File: src/rtl/hazard_pkg.sv
// hazard_pkg
// Shared definitions for the D-stage decoder and the hazard tracker.
// Holds the forward-select codes, the address and Tuse/Tnew widths, and the
// per-instruction Tuse/Tnew encodings. Keeping them here means the decoder
// and the tracker always agree on them.
package hazard_pkg;

  localparam int NREG_W = 5;
  localparam int T_W    = 2;

  typedef enum logic [1:0] {
    FWD_RF = 2'd0,
    FWD_E  = 2'd1,
    FWD_M  = 2'd2,
    FWD_W  = 2'd3
  } fwd_sel_e;

  // Tnew: cycles after entering E until the result can be forwarded
  localparam logic [T_W-1:0] TNEW_ALU = 2'd1;  // addu, subu, ori, sll
  localparam logic [T_W-1:0] TNEW_LW  = 2'd2;
  localparam logic [T_W-1:0] TNEW_JAL = 2'd0;
  localparam logic [T_W-1:0] TNEW_LUI = 2'd0;

  // Tuse: cycles after D until the source operand is consumed
  localparam logic [T_W-1:0] TUSE_BRANCH = 2'd0;  // beq, jr
  localparam logic [T_W-1:0] TUSE_ALU    = 2'd1;
  localparam logic [T_W-1:0] TUSE_SW_RT  = 2'd2;

endpackage

File: src/rtl/hazard_src_check.sv
// hazard_src_check
// Combinational hazard check and forward select for one D-stage source.
// Ports:
//   a_d, tuse_d      source address and Tuse from the D stage
//   a3_e, tnew_e     E-stage tracked destination / remaining Tnew
//   a3_m, tnew_m     M-stage tracked destination / remaining Tnew
//   a3_w             W-stage tracked destination (its Tnew is always 0)
//   hazard           source needs a value that will not be ready in time
//   fwd              forward select (FWD_RF/E/M/W)
module hazard_src_check
  import hazard_pkg::*;
#(
  parameter int NREG_W = hazard_pkg::NREG_W,
  parameter int T_W    = hazard_pkg::T_W
) (
  input  logic [NREG_W-1:0] a_d,
  input  logic [T_W-1:0]    tuse_d,
  input  logic [NREG_W-1:0] a3_e,
  input  logic [T_W-1:0]    tnew_e,
  input  logic [NREG_W-1:0] a3_m,
  input  logic [T_W-1:0]    tnew_m,
  input  logic [NREG_W-1:0] a3_w,
  output logic              hazard,
  output logic [1:0]        fwd
);

  always_comb begin
    hazard = 1'b0;
    fwd    = FWD_RF;
    if (a_d != '0) begin
      hazard = ((a_d == a3_e) && (tnew_e > tuse_d)) ||
               ((a_d == a3_m) && (tnew_m > tuse_d));
      // The youngest matching stage owns the register. If its value is not
      // ready yet, an older copy is stale, so fall back to RF (stall covers it).
      if (a_d == a3_e) begin
        fwd = (tnew_e == '0) ? FWD_E : FWD_RF;
      end else if (a_d == a3_m) begin
        fwd = (tnew_m == '0) ? FWD_M : FWD_RF;
      end else if (a_d == a3_w) begin
        fwd = FWD_W;
      end
    end
  end

endmodule

File: src/rtl/hazard_tracker.sv
// hazard_tracker
// Tracks in-flight producers through E, M and W and drives the D-stage stall
// and forwarding selects for the 5-stage MIPS core.
// Ports:
//   clk                         core clock, rising edge
//   reset                       synchronous, active-low
//   a1_d, tuse1_d               D-stage source 1 address / Tuse
//   a2_d, tuse2_d               D-stage source 2 address / Tuse
//   a3_d, tnew_d                D-stage destination / Tnew (a3_d=0: none)
//   stall                       hold PC and D, bubble into E
//   fwd1_d, fwd2_d              forward selects: 0 RF, 1 E, 2 M, 3 W
//   a3_e, a3_m, a3_w            tracked destinations
//   tnew_e, tnew_m              tracked remaining Tnew
module hazard_tracker
  import hazard_pkg::*;
#(
  parameter int NREG_W = hazard_pkg::NREG_W,
  parameter int T_W    = hazard_pkg::T_W
) (
  input  logic              clk,
  input  logic              reset,
  input  logic [NREG_W-1:0] a1_d,
  input  logic [T_W-1:0]    tuse1_d,
  input  logic [NREG_W-1:0] a2_d,
  input  logic [T_W-1:0]    tuse2_d,
  input  logic [NREG_W-1:0] a3_d,
  input  logic [T_W-1:0]    tnew_d,
  output logic              stall,
  output logic [1:0]        fwd1_d,
  output logic [1:0]        fwd2_d,
  output logic [NREG_W-1:0] a3_e,
  output logic [NREG_W-1:0] a3_m,
  output logic [NREG_W-1:0] a3_w,
  output logic [T_W-1:0]    tnew_e,
  output logic [T_W-1:0]    tnew_m
);

  logic haz1;
  logic haz2;

  hazard_src_check #(.NREG_W(NREG_W), .T_W(T_W)) u_src1 (
    .a_d    (a1_d),
    .tuse_d (tuse1_d),
    .a3_e   (a3_e),
    .tnew_e (tnew_e),
    .a3_m   (a3_m),
    .tnew_m (tnew_m),
    .a3_w   (a3_w),
    .hazard (haz1),
    .fwd    (fwd1_d)
  );

  hazard_src_check #(.NREG_W(NREG_W), .T_W(T_W)) u_src2 (
    .a_d    (a2_d),
    .tuse_d (tuse2_d),
    .a3_e   (a3_e),
    .tnew_e (tnew_e),
    .a3_m   (a3_m),
    .tnew_m (tnew_m),
    .a3_w   (a3_w),
    .hazard (haz2),
    .fwd    (fwd2_d)
  );

  assign stall = haz1 | haz2;

  always_ff @(posedge clk) begin
    if (!reset) begin
      a3_e   <= '0;
      tnew_e <= '0;
      a3_m   <= '0;
      tnew_m <= '0;
      a3_w   <= '0;
    end else begin
      a3_w   <= a3_m;
      a3_m   <= a3_e;
      // Tnew counts down once per stage and saturates at 0
      tnew_m <= (tnew_e == '0) ? '0 : tnew_e - T_W'(1);
      if (stall) begin
        a3_e   <= '0;
        tnew_e <= '0;
      end else begin
        a3_e   <= a3_d;
        tnew_e <= tnew_d;
      end
    end
  end

endmodule

File: config.mk
export PLATFORM = sky130hd
export DESIGN_NAME = hazard_tracker
export DESIGN_NICKNAME = d
export VERILOG_FILES = /design/src/rtl/hazard_pkg.sv /design/src/rtl/hazard_src_check.sv /design/src/rtl/hazard_tracker.sv
export SDC_FILE = /design/constraint.sdc
export NUM_CORES = 1
export LEC_CHECK = 0
export CORE_MARGIN = 2
export CORE_UTILIZATION = 65
export DETAILED_ROUTE_END_ITERATION = 10
export DONT_BUFFER_PORTS = 1
export PLACE_DENSITY = 0.82
export SYNTH_ARGS = -nofsm -noshare
export SYNTH_HDL_FRONTEND = slang
export SYNTH_SLANG_ARGS = --single-unit
File: constraint.sdc
create_clock -name clk -period 5.05 [get_ports clk]
set_input_delay 0.505 -clock clk [delete_from_list [all_inputs] [get_ports clk]]
set_output_delay 0.505 -clock clk [all_outputs]
set_load 0.005 [all_outputs]
**Yosys cells after proc, flatten, opt, wreduce, memory -nomap -nowiden**

Index checks and enable logic that the tools add are counted.

- $add $sub $neg: 1
- Reductions and logical operators: 12
- Equal/unequal tests: 6
- Mux-type cells: 12
- $lt $le $gt $ge: 4
- Bitwise gates (word level): 2

Operators by type and width:

| kind | count |
|---|---|
| equality test 5 bit | 6 |
| two-way mux 2 bit | 9 |
| nonzero test 5 bit | 2 |
| greater-than comparator 2 bit | 4 |
| logical AND 1 bit | 4 |
| zero test 2 bit | 2 |
| OR reduction 2 bit | 2 |
| two-way mux 1 bit | 3 |
| logical OR 1 bit | 2 |
| subtractor 2 x 1 -> 2 bit (second input constant) | 1 |
| inverter 1 bit | 1 |
| OR 1 bit | 1 |

- Output and inout port bits: 24
- Register bits after elaboration: 19

**Depth between registers and ports, before layout**

- Word-level depth: 6
- Mapped depth: 8

**By module**

Synthesis repeated with hierarchy kept, for this count alone.

- Cells, all modules: 133
- Area total of the unflattened synthesis: 1251.2 sq um

Modules (own cells, without submodules):

| module | times used | area each (sq um) | seq. area each (sq um) | cells an instance |
|---|---|---|---|---|
| hazard_src_check | 2 | 330.3 | 0.0 | 45 |
| hazard_tracker | 1 | 590.6 | 380.4 | 43 |

**Worst setup path before layout**

OpenSTA, ideal clock, no wires.

- Kind: input to output
- From: in a2_d[3]
- To: out stall
- Path slack: 2.549 ns
- Data required time: 4.545 ns
- Arrival: 1.996 ns
- Stages on the path: 6
- Cells stage by stage: or4_1 -> nor2_2 -> a211o_1 -> a2bb2o_4 -> buf_6 -> or3b_1

- Word-level cells in the longest chain between the ends: 5
- Elaborated cells on any way between the ends: 8

Ends and longest elaborated chain:

| item | line | RTL |
|---|---|---|
| start, declared | hazard_tracker.sv:24 | `input logic [NREG_W-1:0] a2_d,` |
| equality test 5 bit (on tied branches) | hazard_src_check.sv:31, hazard_src_check.sv:32 |  |
| logical AND 1 bit (on tied branches) | hazard_src_check.sv:31, hazard_src_check.sv:32 |  |
| logical OR 1 bit | hazard_src_check.sv:31 | `hazard = ((a_d == a3_e) && (tnew_e > tuse_d)) \|\|` |
| two-way mux 1 bit (*) | hazard_src_check.sv:30 | `if (a_d != '0) begin` |
| OR 1 bit (*) | hazard_tracker.sv:65 | `assign stall = haz1 \| haz2;` |
| end, declared | hazard_tracker.sv:28 | `output logic stall,` |

Every way passes the cells marked *; elsewhere a longest branch is shown, timed or not.

**Worst setup path in the final report**

- From: reg a3_e[0]
- To: out stall

- Word-level cells in the longest chain between the ends: 5
- Elaborated cells on any way between the ends: 9

Ends and longest elaborated chain:

| item | line | RTL |
|---|---|---|
| start, declared | hazard_tracker.sv:31 | `output logic [NREG_W-1:0] a3_e,` |
| start signal, assigned | hazard_tracker.sv:69 | `a3_e <= '0;` |
| start signal, assigned | hazard_tracker.sv:80 | `a3_e <= '0;` |
| start signal, assigned | hazard_tracker.sv:83 | `a3_e <= a3_d;` |
| equality test 5 bit | hazard_src_check.sv:31 |  |
| logical AND 1 bit | hazard_src_check.sv:31 |  |
| logical OR 1 bit | hazard_src_check.sv:31 |  |
| two-way mux 1 bit | hazard_src_check.sv:30 |  |
| OR 1 bit (*) | hazard_tracker.sv:65 |  |

Marks and branches as above.

==> results.toml <==
[final_layout]
design_area_um2 = 1250
drive_gt1_share_pct = 5.07
final_cell_mix = "dfxtp_1, xor2_1, xnor2_1, nor3_1"
layout.nets = 171
final_common_cell = "dfxtp_1"
n_fill_cell = 143
area_growth_pct = 3.20
antennaDiodeCount = 0

[critical_path]
cp.buffers_inverters = 0
worst-path-max-fanout = 8
cp_cell_sequence = "xor2_1 > nor3_1 > nand3_1 > a2111oi_2 > or3b_1"
crit_type = "reg -> out"
endpoint_kind = "output pin"
required_ns = 4.55
critPathMaxStageDelay_ns = 0.68
slowest_stage = "a2111oi_2"
cp-start-kind = "register"
critPathArrivalTime_ns = 2.16
critPathTopFamily = "compound AO/OA/AOI/OAI gates"

[floorplanning]
dieArea_um2 = 2230
die_w_um = 47.2
chipHeight_um = 47.2
io_pins = 47
initial_utilization_pct = 69.5
core_area_um2 = 1750
num_rows = 15

[synthesis]
synth_fp_nets = 169
yosys.area_share.simple_pct = 23.1
synth-adder-area-share_pct = 9.28
syn-instance-count = 137
synth_area_per_cell_um2 = 8.86
ys_top_cells_by_area = "dfxtp_1, xor2_1, xnor2_1"
synth-xor-area-share_pct = 21.6
synthesis.area_um2 = 1210
ys_seq_elements = 19
synth_cell_type_count = 26
synth_top_family_by_area = "simple AND/OR/NAND/NOR gates"
yosys.area.top_type = "dfxtp_1"
yosysWarningCount = 0
seq_area_frac_synth_pct = 31.3
synth_compound_area_share_pct = 8.35
synthDominantCellAreaShare_pct = 31.3
synthMuxAreaShare_pct = 1.65

[sta]
timing.fmax_ghz = 0.375
maxSlewHeadroom_pct = 50.9
setup_violations = 0
slew_viol_final = 0
worst_pin_slew_ns = 0.736
rsz0062_at_grt = "false"
finalCritPeriodShare_pct = 52.8
skew_ns = 0.00157
setup_tns_ns = 0
post-route-min-period_ns = 2.66
hold_viol = 0

[clock_network]
cts_setup_buffers = 0
root_buffer = "clkbuf_4"
hold_buffers = 0
cts_resized = 0
clock_path_buffers = 2
worstSkewPairLatency_ns = 0.30
cts_buffers = 3
path_clk_slew_ns = 0.10
cts_sinks = 19
htreeDepth = 1
cts_tree = "done"

[flow_run]
max_cap_violations = 0

[route]
final_antenna_net_count = 0
drc = 0
routed_wl_mm = 2.70
avgRoutedWirePerCell_um = 16.6
vias = 993
drt-initial-drc-count = 17
vias_per_cell = 6.09
drtPass1Iterations = 4

[status]
status = "complete, no violations"

[global_routing]
grt_pass1_wl_mm = 4.12
grt_start_max_net_pins = 19
grt_pass1_vias = 1006
track_usage_pct = 27.3
antenna_found_initial = 0
grt_overflow = 0

[place]
place_area_um2 = 1230
place_congestion = 0.910
dpl.hpwl_mm = 2.24
portBuffers = 0

[power_and_ir_drop]
total_leakage_power_uw = 0.000560
ir_worst_vdd_uv = 201
p_per_area_nw_per_um2 = 241
power.total_uw = 302

[hold_path]
hp-class = "in -> reg"
state kept, by name, indices dropped and copies added (netlist names):
| register | flops |
|---|---|
| tnew_e | 2 |
| tnew_m | 2 |
| a3_m | 5 |
| a3_e | 5 |
| a3_w | 5 |
area by class of cell:
| cell class | instances | area (um2) | share of cell area, % |
|---|---|---|---|
| Multi-Input combinational cell | 105 | 777 | 62.0 |
| Sequential cell | 19 | 380 | 30.4 |
| Inverter | 10 | 37.5 | 3.00 |
| Clock buffer | 4 | 26.3 | 2.10 |
| Tap cell | 25 | 31.3 | 2.50 |
metal layers:
metal | vias up | wire, um | part of all wire [%] | track usage [%]
li1 | 467 | - | - | -
met4 | 0 | 113 | 4.2 | 15.0
met3 | 13 | 207 | 7.7 | 7.31
met1 | 463 | 1040 | 38 | 31.1
met5 | - | 0 | 0 | 0
met2 | 50 | 1340 | 50 | 46.3
synth_stat cells, drive strengths merged:
master and instances:
a211o 1, inv 10, a2bb2o 1, and2 11, a211oi 3, a2111oi 1
mux2i 2, ha 9, a2bb2oi 1, nand4b 1, a31oi 1, xnor2 14
nor3 13, or4 2, clkbuf 2, nand2b 1, nand2 2, dfxtp 19
nor2 9, nor2b 1, nand3 11, a21oi 4, xor2 16, or3b 1
buf 1
worst reg2reg max path: stages (launching register included):
cell and delay (ns):
dfxtp_1 0.48, xor2_1 0.11, nor3_1 0.19, nand3_1 0.17, a2111oi_2 0.68, nor3_1 0.14
through the flow:
stage                     utilization [%]  instances  setup slack [ns]  hold WS (ns)
after floorplan                         -        137              2.55         0.429
after global placement               70.3        159              2.59         0.447
after detailed placement             70.3        159              2.57         0.449
after CTS                            71.8        163              2.37         0.322
after global routing                 71.8        163              2.20         0.317
final                                71.8        163              2.39         0.325
logic make-up (layout without fill, tap and decap cells):
group	count (synthesis)	count (layout)
AOI/OAI and AO/OA	12	12
muxes	2	2
buffers and inverters	13	14
xor gates and xnor gates	30	30
adders and majority gates	9	9
and+or+nand+nor	52	52
DFF	19	19
power by group:
| group | total, uW | internal (uW) | switching, uW | leakage, uW |
|---|---|---|---|---|
| Clock | 76.9 | 30.8 | 46.1 | 0.0000150 |
| Combinational | 56.1 | 29.1 | 27.0 | 0.000388 |
| Sequential | 169 | 158 | 11.6 | 0.000156 |
| Total | 302 | 217 | 84.7 | 0.000560 |
final timing paths:
kind | start | end | slack, ns | cells past startpoint
max | a3_e[0] | stall | 2.39 | 5
min | reset | tnew_e[1] | 0.32 | 2
max reg2reg | a3_e[0] | tnew_e[0] | 3.14 | 5
min reg2reg | tnew_e[0] | tnew_m[0] | 0.47 | 1
Power figures use the tool's default switching activity.
